**config.mk**
```make
export PLATFORM = sky130hd
export DESIGN_NAME = led_sequencer
export DESIGN_NICKNAME = d
export VERILOG_FILES = /design/src/rtl/led_seq_pkg.sv /design/src/rtl/tick_prescaler.sv /design/src/rtl/led_sequencer.sv
export SDC_FILE = /design/constraint.sdc
export NUM_CORES = 1
export LEC_CHECK = 0
export ABC_AREA = 1
export CORE_MARGIN = 2
export CORE_UTILIZATION = 54
export CTS_CLUSTER_SIZE = 20
export DETAILED_ROUTE_END_ITERATION = 10
export GPL_TIMING_DRIVEN = 0
export PLACE_DENSITY_LB_ADDON = 0.3
export SLEW_MARGIN = 15
export SYNTH_ARGS = -nofsm -noshare
export SYNTH_HDL_FRONTEND = slang
export SYNTH_SLANG_ARGS = --single-unit
```
**constraint.sdc**
```tcl
create_clock -name clk -period 1.6 [get_ports clk]
set_input_delay 0.24 -clock clk [delete_from_list [all_inputs] [get_ports clk]]
set_output_delay 0.24 -clock clk [all_outputs]
set_load 0.005 [all_outputs]
```
**src/rtl/led_seq_pkg.sv**
```systemverilog
// rtl/led_seq_pkg.sv - shared types and constants for the LED pattern sequencer
package led_seq_pkg;

    localparam int STEP_W = 8;

    typedef enum logic [1:0] {
        MODE_OFF   = 2'd0,
        MODE_BLINK = 2'd1,
        MODE_CHASE = 2'd2,
        MODE_COUNT = 2'd3
    } mode_e;

    typedef enum logic [1:0] {
        ST_IDLE = 2'd0,
        ST_RUN  = 2'd1,
        ST_DONE = 2'd2
    } state_e;

endpackage

```
**src/rtl/tick_prescaler.sv**
```systemverilog
// rtl/tick_prescaler.sv - wrapping 0..DIV-1 counter that flags the last count as a tick
module tick_prescaler #(
    parameter int DIV = 4
) (
    input  logic clk,
    input  logic rst_n,
    input  logic clr,
    input  logic en,
    output logic tick
);

    localparam int CNT_W = (DIV > 1) ? $clog2(DIV) : 1;
    localparam logic [CNT_W-1:0] LAST = CNT_W'(DIV - 1);

    logic [CNT_W-1:0] cnt_q, cnt_d;

    always_comb begin
        cnt_d = cnt_q;
        if (clr) begin
            cnt_d = '0;
        end else if (en) begin
            cnt_d = (cnt_q == LAST) ? '0 : cnt_q + 1'b1;
        end
    end

    always_ff @(posedge clk or negedge rst_n) begin
        if (!rst_n) begin
            cnt_q <= '0;
        end else begin
            cnt_q <= cnt_d;
        end
    end

    // A clear in the same cycle restarts the period, so it suppresses the tick.
    assign tick = en && !clr && (cnt_q == LAST);

endmodule

```
**src/rtl/led_sequencer.sv**
```systemverilog
// rtl/led_sequencer.sv - command-driven LED pattern scheduler; optional LED_SEQ_PWM_EN adds brightness PWM
module led_sequencer
    import led_seq_pkg::*;
#(
    parameter int NUM_LEDS = 4,
    parameter int TICK_DIV = 25_000_000
) (
    input  logic                clk,
    input  logic                rst_n,
    input  logic                cmd_valid,
    output logic                cmd_ready,
    input  logic [1:0]          cmd_mode,
    input  logic [STEP_W-1:0]   cmd_steps,
    output logic [NUM_LEDS-1:0] led,
    output logic                busy,
    output logic                done
`ifdef LED_SEQ_PWM_EN
    ,
    input  logic [7:0]          brightness
`endif
);

    state_e                state_q, state_d;
    mode_e                 mode_q, mode_d;
    logic [STEP_W-1:0]     steps_q, steps_d;
    logic [STEP_W-1:0]     step_cnt_q, step_cnt_d;
    logic [NUM_LEDS-1:0]   pattern_q, pattern_d;
    logic                  busy_q, busy_d;
    logic                  done_q, done_d;
    logic                  accept;
    logic                  tick;

    function automatic logic [NUM_LEDS-1:0] next_pattern(mode_e m, logic [NUM_LEDS-1:0] p);
        case (m)
            MODE_BLINK: return ~p;
            MODE_CHASE: return {p[NUM_LEDS-2:0], p[NUM_LEDS-1]};
            MODE_COUNT: return p + 1'b1;
            default:    return '0;
        endcase
    endfunction

    function automatic logic [NUM_LEDS-1:0] init_pattern(mode_e m);
        case (m)
            MODE_BLINK: return '1;
            MODE_CHASE: return NUM_LEDS'(1);
            default:    return '0;
        endcase
    endfunction

    // Only an infinite run may be preempted; a finite run must finish first.
    assign cmd_ready = (state_q == ST_IDLE) || ((state_q == ST_RUN) && (steps_q == '0));
    assign accept    = cmd_valid && cmd_ready;

    tick_prescaler #(
        .DIV (TICK_DIV)
    ) u_prescaler (
        .clk   (clk),
        .rst_n (rst_n),
        .clr   (accept),
        .en    (state_q == ST_RUN),
        .tick  (tick)
    );

    always_comb begin
        state_d    = state_q;
        mode_d     = mode_q;
        steps_d    = steps_q;
        step_cnt_d = step_cnt_q;
        pattern_d  = pattern_q;

        case (state_q)
            ST_IDLE: ;
            ST_RUN: begin
                if (tick) begin
                    pattern_d = next_pattern(mode_q, pattern_q);
                    if (steps_q != '0) begin
                        step_cnt_d = step_cnt_q + 1'b1;
                        if (step_cnt_d == steps_q) begin
                            state_d = ST_DONE;
                        end
                    end
                end
            end
            ST_DONE: state_d = ST_IDLE;
            default: state_d = ST_IDLE;
        endcase

        if (accept) begin
            mode_d     = mode_e'(cmd_mode);
            steps_d    = cmd_steps;
            step_cnt_d = '0;
            pattern_d  = init_pattern(mode_e'(cmd_mode));
            state_d    = ST_RUN;
        end

        busy_d = (state_d != ST_IDLE);
        done_d = (state_d == ST_DONE);
    end

    always_ff @(posedge clk or negedge rst_n) begin
        if (!rst_n) begin
            state_q    <= ST_IDLE;
            mode_q     <= MODE_OFF;
            steps_q    <= '0;
            step_cnt_q <= '0;
            pattern_q  <= '0;
            busy_q     <= 1'b0;
            done_q     <= 1'b0;
        end else begin
            state_q    <= state_d;
            mode_q     <= mode_d;
            steps_q    <= steps_d;
            step_cnt_q <= step_cnt_d;
            pattern_q  <= pattern_d;
            busy_q     <= busy_d;
            done_q     <= done_d;
        end
    end

    assign busy = busy_q;
    assign done = done_q;

`ifdef LED_SEQ_PWM_EN
    logic [7:0]          pwm_q, pwm_d;
    logic [7:0]          bright_q, bright_d;
    logic [NUM_LEDS-1:0] led_q, led_d;

    // The gate is computed from next-state values so led stays a plain register.
    always_comb begin
        pwm_d    = pwm_q + 8'd1;
        bright_d = accept ? brightness : bright_q;
        led_d    = (pwm_d < bright_d) ? pattern_d : '0;
    end

    always_ff @(posedge clk or negedge rst_n) begin
        if (!rst_n) begin
            pwm_q    <= '0;
            bright_q <= '0;
            led_q    <= '0;
        end else begin
            pwm_q    <= pwm_d;
            bright_q <= bright_d;
            led_q    <= led_d;
        end
    end

    assign led = led_q;
`else
    assign led = pattern_q;
`endif

endmodule

```
After elaboration in Yosys (flattened, before gate mapping)
Index checks and enable logic that the tools add are counted.

Bits in writable memories: 0. Bits in latches: 0. ROM bits: 0. Input port bits: 13. Output and inout bits: 7. Logic and storage cells: 53. Memories kept: 0. Bits in registers: 51.

Shift-type cells: 0. Multiplexer cells: 17. Div/mod/pow operators: 0. $lt $le $gt $ge: 0. Equality and inequality tests: 9. Multipliers: 0. Bitwise gates (word level): 1. Reduce and logical (&&, ||, !) cells: 15. Add/sub/neg operators: 3.

Operators with widths (number): $mux W25 (3); $mux W8 (4); $add A25 B1 Y25 const B (1); $eq A25 B25 Y1 const B (1); $mux W4 (3); $pmux W4 S3 (1); $add A8 B1 Y8 const B (1); $eq A2 B2 Y1 const B (4); $eq A8 B8 Y1 (1); $logic_not A8 Y1 (1); $mux W2 (4); $pmux W4 S2 (1); $reduce_bool A2 Y1 (4); $reduce_bool A8 Y1 (1); $eq A2 B1 Y1 const B (3); $add A4 B1 Y4 const B (1); $logic_and A1 B1 Y1 (4); $not A4 Y4 (1); $pmux W2 S2 (1); $reduce_and A3 Y1 (1); $logic_not A2 Y1 (1); $reduce_and A2 Y1 (1); $logic_not A1 Y1 (1); $logic_or A1 B1 Y1 (1).

Longest topological paths before layout
Gate-level depths: netlist (run 1).

Depth in word-level cells: 11. Mapped depth: 12. Depth with buffers taken out: 12.

By module
A second synthesis (run 1) with hierarchy kept.

Cell total of the unflattened synthesis: 431. Area, all modules: 3181.8 um2.

By module, submodules not included: tick_prescaler (cells each 218, times used 1, area each 1612.8 um2); led_sequencer (cells each 213, times used 1, area each 1569.0 um2).

Worst setup path after synthesis (run 1)
Ideal clock, no wire load.

Kind: flip-flop to flip-flop. Start: register u_prescaler.cnt_q[0]. End: register u_prescaler.cnt_q[22]. Stages on the path, launching flop included: 10. Data arrival time: 1494 ps. Setup slack: -19 ps. Period minus slack after synthesis: 1619 ps. Data required time: 1475 ps. Setup time: 125 ps. Path through: dfrtp_1 > ha_1 > nand3_2 > nor2_4 > nand3_2 > nor2_4 > nor2_1 > nand2_4 > buf_6 > o22ai_1.

Longest elaborated chain between the ends: 4. Elaborated cells on any way between the ends: 5.

Ends and longest elaborated chain: from (decl) (line tick_prescaler.sv:15) `logic [CNT_W-1:0] cnt_q, cnt_d;`; from (signal assigned) (line tick_prescaler.sv:30) `cnt_q <= cnt_d;`; $add A25 B1 Y25 or $eq A25 B25 Y1 (tied branches) (line tick_prescaler.sv:22) `cnt_d = (cnt_q == LAST) ? '0 : cnt_q + 1'b1;`; $mux W25 * (line tick_prescaler.sv:22); $mux W25 * (line tick_prescaler.sv:21) `end else if (en) begin`; $mux W25 * (line tick_prescaler.sv:19) `if (clr) begin`.

Mark *: on every way between the ends. The rest lies on a longest branch, timed or not. The select of a mux whose other input is x is not followed. A chain may end at the register's enable or synchronous reset.

Final worst setup path (run 1)
Start: register u_prescaler.cnt_q[7]. End: register state_q[0].

Longest elaborated chain between the ends: 5.

Ends and longest elaborated chain: $eq A25 B25 Y1 (line tick_prescaler.sv:35) `assign tick = en && !clr && (cnt_q == LAST);`; $logic_and A1 B1 Y1 (line tick_prescaler.sv:35); $mux W2 (line led_sequencer.sv:74) `if (tick) begin`; $pmux W2 S2 (line led_sequencer.sv:71) `case (state_q)`; $mux W2 (line led_sequencer.sv:88) `if (accept) begin`; net state_d[0] (line led_sequencer.sv:23) `state_e state_q, state_d;`; to (signal assigned) (line led_sequencer.sv:110) `state_q <= state_d;`; to (decl) (line led_sequencer.sv:23).

The timed path passes the listed nets, and every way through them passes these cells.

==> results of run 1 <==
stage by stage:
stage               instances  setup slack, ns  utilization, %  area [sq um]
finish                    569         -0.07065           71.57          3941
global route              569          -0.2040           71.57          3941
CTS                       560         -0.03425           67.94          3741
detailed placement        528          -0.3478           61.76          3401
global placement          527           -1.284           61.35          3378
floorplan                 436        -0.008989               -          3098
cell usage in the layout (no fill, tap or decap), drive strengths merged:
master / Yosys / layout
o21ai: 24 / 24
nand2: 154 / 154
or2: 1 / 1
ha: 4 / 4
nand4: 7 / 7
o22ai: 16 / 16
nor3: 9 / 9
xnor2: 1 / 1
xor2: 7 / 7
clkdlybuf4s50: 0 / 17
o211ai: 1 / 1
inv: 57 / 57
o21bai: 2 / 2
nor3b: 1 / 1
o221ai: 1 / 1
nor2: 43 / 43
nand3b: 5 / 5
a21oi: 3 / 3
dfrtp: 51 / 51
nand3: 43 / 43
buf: 6 / 43
clkbuf: 0 / 6
clkinv: 0 / 1
worst max-delay path, stage by stage, from the launching register on:
cell and delay, ns:
dfrtp_1 0.42, inv_1 0.13, nand2_1 0.09, nor2_2 0.14, nand3_2 0.10, nor2_4 0.19
nand3_4 0.13, nor2_4 0.13, nand3_2 0.12, nand2_1 0.08, inv_1 0.03
sequential cells by signal, indices dropped and copies added, names as in the netlist:
signal             flops
busy                   1
done                   1
led                    4
mode_q                 2
state_q                2
step_cnt_q             8
steps_q                8
u_prescaler.cnt_q     25
cell type report:
type,count,area [sq um],area share [%]
Clock inverter,1,5.005,0.1270
Sequential cell,51,1279,32.44
Tap cell,72,90.09,2.286
Inverter,57,221.5,5.619
Buffer,6,47.55,1.206
Timing Repair Buffer,54,490.5,12.44
Multi-Input combinational cell,322,1725,43.78
Clock buffer,6,82.58,2.095
what timing repair did:
| item | CTS | global route |
|---|---|---|
| endpoints found under the setup margin | 45 | 52 |
| gates cloned | 1 | 0 |
| hold buffers | 0 | 0 |
| hold endpoints to repair | 0 | 0 |
| buffers inserted | 24 | 9 |
| pin swaps | 10 | 16 |
| resized for setup | 21 | 42 |
power by group through the flow:
stage	registers, mW	logic [mW]	clock network (mW)
detailed placement	1.91	1.41	0
global route	1.96	2.24	0.823
floorplan	1.84	0.999	0
global placement	1.90	1.36	0
finish	1.92	2.02	0.773
CTS	1.88	1.77	0.776
cells by family (layout without fill, tap and decap cells):
group                    Yosys count  after routing  synth area share, %
AND/OR/NAND/NOR                  263            263                37.75
buffers and inverters             63            124                8.407
flip-flops                        51             51                41.23
AO/OA/AOI/OAI                     47             47                8.731
XOR/XNOR                           8              8                2.264
adder cells (fa/ha/maj)            4              4                1.617
path summary, 6_finish.rpt:
kind,start,endpoint,cells past startpoint
min in group clk,cmd_steps[6],steps_q[6],3
min reg2reg,step_cnt_q[7],step_cnt_q[7],2
max in group asynchronous,rst_n,u_prescaler.cnt_q[0],2
max,u_prescaler.cnt_q[7],state_q[0],10
min,rst_n,u_prescaler.cnt_q[15],1
max reg2reg,u_prescaler.cnt_q[7],state_q[0],10
layer usage:
metal  vias to the layer above  wire [um]
met5                         -          0
met3                        20        415
met1                      1490       3459
li1                       1530          -
met2                       128       4139
met4                         0        190
==> reports/results.ini, run 1 <==
[floorplan]
die_y_um=79.71
initial_utilization_pct=56.21
rows=27
num_io_pins=20
die_area_sq_um=6354
core_region_area_sq_um=5507
die_w_um=79.71

[power_and_ir_drop]
pwr-share-seq_pct=40.7
power_mw=4.719
power_density_nw_per_um2=1197
power_switching_mw=1.870
pwr-share-clk_pct=16.4
switching_share_pct=39.64
power_frac_comb_pct=42.9
intPower_mw=2.848
vdd_drop_max_mv=0.9041
leakage_nw=1.812

[route]
ant_nets=0
firstDrtPassIters=5
viasPerCell=5.568
drc=0
wl_per_cell_um=14.42
drt_iter0_drc=230
routed_wl_um=8205
vias=3168

[global_route]
gr-total-overflow=0
grtUsageMet3_pct=4.638
grt_pass1_wl_um=13710
track_usage_pct=27.16
grt_pass1_vias=3108
grt_max_degree=31
gr-max-usage-layer=met2
antenna_found_initial=0
met1_usage_pct=34.04
use_met2_pct=46.55

[sta]
layout_min_cycle_time_ns=1.671
setup_viol=26
worst_slack_ns=-0.07065
worst-slew-pin-transition_ns=0.7200
clock.fmax_ghz=0.5986
whs_ns=-0.01896
hold_viol=29
period_share_pct=104.4
finalMaxSlewViolations=0
rsz0062_at_grt=yes
skew_ns=0.005606
tns_ns=-0.5082
relSlewSlack_pct=52.00

[place]
portBuffers=19
routabilityCongestion=0.9498
hpwl_um=5283

[yosys]
yosysMostFrequentCell=nand2_1
synth_cell_types=33
synth-main-ff-cell=dfrtp_1
ys_seq_elements=51
syn_area_per_cell_sq_um=7.100
synth_edf_count=0
synthArstFlopShare_pct=100.0
syn_nets=453
synthTopCellsByArea=dfrtp_1 (41%), nand2_1 (18%), inv_1 (6.5%)
synth_top_area_cell=dfrtp_1
yosys_warnings=0
synth_area_sq_um=3095
yosys-top-cells-count=nand2_1 (150), inv_1 (54), dfrtp_1 (51)
synth_cells=436
synth_top_area_share_pct=41.23
ys_seq_area_share_pct=41.23

[hold_path]
hp-class=input port to asynchronous set/reset pin

[cells_and_area]
fillers=414
syn2layout_area_growth_pct=27.32
layout.nets=514
drive_gt1_share_pct=21.53
diodes=0

[run_status]
violations=hold timing, setup timing
status=finished, violations left

[clock_tree]
cts_buffers=5
cts_buffer_depth=2
cts-root-buf=clkbuf_8
clk_latency_ns=0.31
cts_max_level=2
clock_sinks=51
clkTransAtPathRegs_ns=0.09
cts_tree=yes

[worst_setup_path]
worst_setup_path_start_kind=flip-flop
crit_fanout=4
required_ns=1.81
regToRegSetupSlack_ns=-0.07
critPathKind=flip-flop to flip-flop
crit_arrival_ns=1.88
cp-end-kind=flip-flop

[flow_run]
max-cap-violations=0

Power figures use the tool's default switching activity.
==> run 2, diff against run 1 <==
--- a/config.mk
+++ b/config.mk
@@ -7,7 +7,7 @@
 export LEC_CHECK = 0
 export ABC_AREA = 1
 export CORE_MARGIN = 2
-export CORE_UTILIZATION = 54
+export CORE_UTILIZATION = 59
 export CTS_CLUSTER_SIZE = 20
 export DETAILED_ROUTE_END_ITERATION = 10
 export GPL_TIMING_DRIVEN = 0
==> constraint.sdc (replaced) <==
create_clock -name clk -period 1.64 [get_ports clk]
set_input_delay 0.246 -clock clk [delete_from_list [all_inputs] [get_ports clk]]
set_output_delay 0.246 -clock clk [all_outputs]
set_load 0.005 [all_outputs]
==> reports/results.ini, run 2 (synthesized netlist as in run 1, its figures left out) <==
[run_status]
status=finished, violations left
violations=setup timing

[place]
portBuffers=19  ; unchanged
placed_area_sq_um=3388  ; -0.37%
hpwl_um=5339  ; +1.1%
dpl.cell_count=526  ; -0.38%
routabilityCongestion=0.9049  ; -4.7%

[flow_run]
max-cap-violations=0  ; unchanged

[floorplan]
die_w_um=76.44  ; -4.1%
core_region_area_sq_um=5075  ; -7.8%
initial_utilization_pct=61.00  ; +4.8 points
die_area_sq_um=5842  ; -8.0%
num_io_pins=20  ; unchanged
rows=26  ; -3.7%
die_y_um=76.44  ; -4.1%

[cells_and_area]
top_regs=u_prescaler.cnt_q: 25 flops, step_cnt_q: 8 flops, steps_q: 8 flops
final_cells=552  ; -3.0%
drive_gt1_share_pct=16.39  ; -5.1 points
final_common_cell=nand2_1
layout.nets=498  ; -3.1%
mostFrequentLayoutCells=nand2_1 (148), inv_1 (50), dfrtp_1 (48)
diodes=0  ; unchanged
syn2layout_area_growth_pct=21.06
regMostFlops=u_prescaler.cnt_q
largest_register_ff_count=25  ; unchanged
fin_area_sq_um=3747  ; -4.9%

[worst_setup_path]
worstReg2RegStart=step_cnt_q[1]
crit_fanout=3  ; -1
regToRegSetupSlack_ns=-0.09  ; -0.02 ns
crit_arrival_ns=1.95  ; +0.07 ns
worst_setup_path_start_kind=flip-flop
critPathKind=flip-flop to flip-flop
reg2reg_to=state_q[0]
ff2ff_path_depth=12  ; +2
cp-end-kind=flip-flop
required_ns=1.86  ; +0.05 ns

[route]
drc=0  ; unchanged
ant_nets=0  ; unchanged
wl_per_cell_um=13.90  ; -3.6%
drt_iter0_drc=226  ; -1.7%
viasPerCell=5.580  ; +0.22%
firstDrtPassIters=5  ; unchanged
routed_wl_um=7675  ; -6.5%
vias=3080  ; -2.8%

[power_and_ir_drop]
power_density_nw_per_um2=1160  ; -3.1%
vdd_drop_max_mv=0.8127  ; -10%
power_mw=4.347  ; -7.9%
leakage_nw=1.707  ; -5.8%

[sta]
setup_viol=4  ; -85%
clock.fmax_ghz=0.5782  ; -3.4%
worst-slew-pin-transition_ns=0.4278  ; -0.2922 ns
layout_min_cycle_time_ns=1.730  ; +0.05886 ns
hold_viol=0  ; -100%
finalMaxSlewViolations=0  ; unchanged
relSlewSlack_pct=71.48  ; +19 points
period_share_pct=105.5  ; +1.0 points
worst_slack_ns=-0.08951  ; -0.01886 ns
rsz0062_at_grt=yes
skew_ns=0.009078  ; +0.003473 ns

[clock_tree]
cts_tree=yes
clk_latency_ns=0.32  ; about the same
cts_buffer_depth=2  ; unchanged
cts-root-buf=clkbuf_8
clock_sinks=51  ; unchanged
cts_max_level=2  ; unchanged
cts_buffers=5  ; unchanged
clkTransAtPathRegs_ns=0.10  ; about the same

[global_route]
antenna_found_initial=0  ; unchanged
gr-total-overflow=0  ; unchanged
grt_pass1_vias=2953  ; -5.0%
grt_pass1_wl_um=12830  ; -6.4%
track_usage_pct=27.05  ; -0.11 points
grt_max_degree=36  ; +16%

[hold_path]
hp-class=input port to asynchronous set/reset pin

## run 2: stage by stage
stage                     util, %  worst slack, ns   TNS, ns  hold slack (ns)
after floorplan                 -          0.02072         0         -0.04959
after global placement      66.47           -1.182    -68.34           0.4779
after detailed placement    66.77          -0.3670    -9.895           0.2104
after CTS                   71.57         -0.01113  -0.01113           0.3945
after global routing        73.84          -0.1905    -3.050           0.4479
final                       73.84         -0.08951   -0.1165           0.3826
## run 2: worst max-delay path: stages (launching register included)
cell and delay, ns:
dfrtp_1 0.44, buf_4 0.15, nand2_1 0.07, nor2_2 0.17, nand2_1 0.10, nand2_1 0.10, nor2_1 0.05, nor2_1 0.15
nand2_1 0.09, nor2_2 0.11, nand3_2 0.11, nand2_1 0.07, inv_1 0.03
## run 2: where the power goes
group          switching (mW)  leakage (nW)  internal [mW]
Combinational           0.947          1.00          0.769
Sequential              0.347         0.666           1.54
Clock                   0.450        0.0402          0.298
## run 2: layer usage
layer | global-route usage (%) | up-vias | wire, um
met5 | 0 | - | 0
met4 | 12.00 | 0 | 239
met3 | 3.791 | 26 | 456
met2 | 47.70 | 133 | 3891
met1 | 32.92 | 1431 | 3087
li1 | - | 1490 | -
## run 2: worst max-delay path by stage
stage | from | endpoint | slack, ns | cells after the start
after global placement | rst_n | mode_q[1] | -1.18 | 1
after CTS | steps_q[6] | cmd_ready | -0.01 | 4
after global routing | step_cnt_q[1] | state_q[0] | -0.19 | 12
after floorplan | u_prescaler.cnt_q[0] | u_prescaler.cnt_q[22] | 0.02 | 9
final | step_cnt_q[1] | state_q[0] | -0.09 | 12
after detailed placement | u_prescaler.cnt_q[0] | step_cnt_q[1] | -0.37 | 10
## run 2: repair_timing
item                                    4_1_cts  5_1_grt
gates resized for setup                      21       29
pin swaps                                     9       15
endpoints found under the setup margin       44       40
buffers inserted                             11        6
hold endpoints to repair                     16        0
hold buffers                                  1        0
## run 2: cell type report
cell class	count	area [sq um]
clock buffers	5	68.82
well taps	70	87.58
repair buffers	38	341.6
multi-input cells	322	1675
fillers	373	1328
flip-flops and latches	51	1280
plain buffers	6	52.55
inverters	57	221.5
clock inverters	3	20.02
==> run 3, diff against run 2 <==
--- a/config.mk
+++ b/config.mk
@@ -5,7 +5,7 @@
 export SDC_FILE = /design/constraint.sdc
 export NUM_CORES = 1
 export LEC_CHECK = 0
-export ABC_AREA = 1
+export ABC_AREA = 0
 export CORE_MARGIN = 2
 export CORE_UTILIZATION = 59
 export CTS_CLUSTER_SIZE = 20
==> reports/results.ini, run 3 <==
[worst_setup_path]
regToRegSetupSlack_ns=-0.64  ; -0.55 ns
ff2ff_path_depth=6  ; -6
crit_arrival_ns=2.48  ; +0.53 ns
cp_slowest_cell=dfrtp_1
critPathKind=flip-flop to flip-flop
worstReg2RegStart=step_cnt_q[0]
path_cells=ha_1, nand3_1, xnor2_1, a2111oi_2, nand4_1, o31a_1
worst_setup_path_start_kind=flip-flop
reg2reg_to=state_q[0]
required_ns=1.83  ; -0.03 ns
cpPeakStageDelay_ns=0.44  ; about the same
cp-end-kind=flip-flop
crit_fanout=5  ; +2

[floorplan]
core_region_area_sq_um=4755  ; -6.3%
die_area_sq_um=5558  ; -4.9%
initial_utilization_pct=61.76  ; +0.77 points
num_io_pins=20  ; unchanged
die_y_um=74.55  ; -2.5%
rows=25  ; -3.8%
die_w_um=74.55  ; -2.5%

[global_route]
met1_usage_pct=43.58  ; +11 points
gr-max-usage-layer=met2
grt_max_degree=30  ; -17%
use_met2_pct=48.18  ; +0.48 points
track_usage_pct=31.81  ; +4.8 points
grtUsageMet3_pct=7.046  ; +3.3 points
grt_pass1_wl_um=13310  ; +3.8%
antenna_found_initial=0  ; unchanged
gr-total-overflow=0  ; unchanged
grt_pass1_vias=2740  ; -7.2%

[yosys]
synth_cell_types=46  ; +39%
synth-main-ff-cell=dfrtp_1
synth_cells=331  ; -24%
yosysMostFrequentCell=dfrtp_1
synth_top_area_share_pct=43.46  ; +2.2 points
synth_edf_count=0  ; unchanged
syn_area_per_cell_sq_um=8.872  ; +25%
ys_seq_elements=51  ; unchanged
synth_area_sq_um=2937  ; -5.1%
synth_top_area_cell=dfrtp_1
ys_seq_area_share_pct=43.46  ; +2.2 points
yosys-top-cells-count=dfrtp_1 (51), nand2_1 (50), nand3_1 (23)
synthArstFlopShare_pct=100.0  ; unchanged
syn_nets=348  ; -23%
yosys_warnings=0  ; unchanged
synthTopCellsByArea=dfrtp_1 (43%), nand2_1 (6.4%), a31oi_1 (4.7%)

[sta]
layout_min_cycle_time_ns=2.282  ; +0.5522 ns
skew_ns=0.01311  ; +0.004028 ns
relSlewSlack_pct=59.12  ; -12 points
rsz0062_at_grt=yes
setup_viol=52  ; +48
period_share_pct=139.1  ; +34 points
clock.fmax_ghz=0.4383  ; -24%
worst_slack_ns=-0.6417  ; -0.5522 ns
hold_viol=0  ; unchanged
finalMaxSlewViolations=0  ; unchanged
worst-slew-pin-transition_ns=0.6133  ; +0.1855 ns
whs_ns=0.4402  ; +0.05758 ns

[route]
viasPerCell=6.900  ; +24%
ant_nets=0  ; unchanged
vias=3160  ; +2.6%
drc=0  ; unchanged
drt_iter0_drc=416  ; +84%
routed_wl_um=9462  ; +23%
wl_per_cell_um=20.66  ; +49%
firstDrtPassIters=8  ; +3

[power_and_ir_drop]
vdd_drop_max_mv=0.9033  ; +11%
pwr-share-clk_pct=19.6  ; +2.4 points
power_frac_comb_pct=40.2  ; +0.7 points
power_density_nw_per_um2=1177  ; +1.5%
leakage_nw=1.742  ; +2.1%
switching_share_pct=36.56  ; -3.6 points
intPower_mw=2.987  ; +15%
pwr-share-seq_pct=40.2  ; -3.1 points
power_switching_mw=1.721  ; -1.3%

[clock_tree]
cts_buffer_depth=2  ; unchanged
clk_latency_ns=0.31  ; about the same
cts_tree=yes
cts_buffers=5  ; unchanged
cts_max_level=2  ; unchanged
cts-root-buf=clkbuf_8
clkTransAtPathRegs_ns=0.10  ; about the same
clock_sinks=51  ; unchanged

[hold_path]
hp-class=input port to asynchronous set/reset pin

[place]
portBuffers=19  ; unchanged
routabilityCongestion=0.8697  ; -3.9%
hpwl_um=4759  ; -11%

[cells_and_area]
final_common_cell=nand2_1
layout.nets=407  ; -18%
regMostFlops=u_prescaler.cnt_q
drive_gt1_share_pct=28.90  ; +13 points
syn2layout_area_growth_pct=36.17
top_regs=u_prescaler.cnt_q: 25 flops, step_cnt_q: 8 flops, steps_q: 8 flops
largest_register_ff_count=25  ; unchanged
mostFrequentLayoutCells=nand2_1 (48), dfrtp_1 (47), buf_4 (24)
fillers=238  ; -36%
fin_util_pct=84.11  ; +10 points
diodes=0  ; unchanged

[run_status]
status=finished, violations left
violations=setup timing

[flow_run]
max-cap-violations=0  ; unchanged

## run 3: changes by cell type in the layout (fill, tap and decap cells not counted), sizes merged, moves of 6 or more
cell    previous run  this run
xnor2              1        10
buf               25        43
a21oi              3        18
inv               57         8
nand4              7        13
nand3             43        23
a31oi              0        22
nand2b             0         6
o22ai             16         0
nand2            154        50
a22o               0         6
clkbuf             6        13
nor2              43        14
o21ai             24        15
## run 3: layout make-up
class                           instances  area, sq um  share of cell area, %
Tap cell                               67        83.83                  2.096
Buffer                                 12        108.9                  2.722
Clock inverter                          2        35.03                 0.8761
Inverter                                9        37.54                 0.9387
Clock buffer                            6        82.58                  2.065
Sequential cell                        51         1281                  32.04
Multi-Input combinational cell        255         1844                  46.12
Timing Repair Buffer                   56        525.5                  13.14
## run 3: power by group through the flow
stage / combinational, mW / clock (mW) / sequential, mW
after CTS: 1.63 / 0.918 / 1.86
after global placement: 1.27 / 0 / 1.87
after floorplan: 0.981 / 0 / 1.81
final: 1.89 / 0.923 / 1.89
after global routing: 2.05 / 0.977 / 1.91
after detailed placement: 1.32 / 0 / 1.89
## run 3: how the worst max path moves through the flow
stage                         start                    end  slack [ns]  cells past startpoint
4_1_cts                  steps_q[6]          step_cnt_q[7]       -0.57                      6
3_3_place_gp                  rst_n             steps_q[5]       -1.13                      1
2_1_floorplan  u_prescaler.cnt_q[9]          step_cnt_q[5]       -0.55                      6
5_1_grt               step_cnt_q[0]             state_q[0]       -0.71                      6
6_report              step_cnt_q[0]             state_q[0]       -0.64                      6
3_5_place_dp              cmd_valid  u_prescaler.cnt_q[11]       -0.83                      7
## run 3: cell families after synthesis
family	count (synthesis)	share of synthesized area (%)
and+or+nand+nor	148	26.33
AOI/OAI and AO/OA	81	18.19
DFF	51	43.46
buffers and inverters	26	3.579
xor gates and xnor gates	13	3.877
muxes	8	2.855
adders and majority gates	4	1.704
## run 3: metal layers
layer,up-vias,wire (um),part of all wire [%]
met5,-,0,0
met4,0,382,4.0
met3,51,961,10
met2,247,4527,48
met1,1527,3590,38
li1,1335,-,-
## run 3: stage by stage
step	setup WS (ns)	power, mW	std cells	TNS, ns	area, sq um
2_1_floorplan	-0.5460	2.795	331	-20.57	3080
3_3_place_gp	-1.131	3.142	417	-89.34	3354
3_5_place_dp	-0.8345	3.210	418	-33.69	3369
4_1_cts	-0.5653	4.408	451	-22.43	3840
5_1_grt	-0.7139	4.939	458	-27.70	3999
6_report	-0.6417	4.708	458	-25.92	3999
## run 3: timing repair
action | in CTS | in global routing
hold buffers | 1 | 0
gates cloned | 6 | 0
resized for setup | 45 | 25
hold endpoints to repair | 22 | 0
pin swaps | 13 | 17
setup buffers | 21 | 10
endpoints found under the setup margin | 52 | 52
## run 3: critical path, delay by kind of cell, from the launching register on
kind | cells | cell delay, ns
xor+xnor | 1 | 0.23
simple gates | 2 | 0.59
compound gates | 2 | 0.67
flops | 1 | 0.44
fa+ha+maj | 1 | 0.25
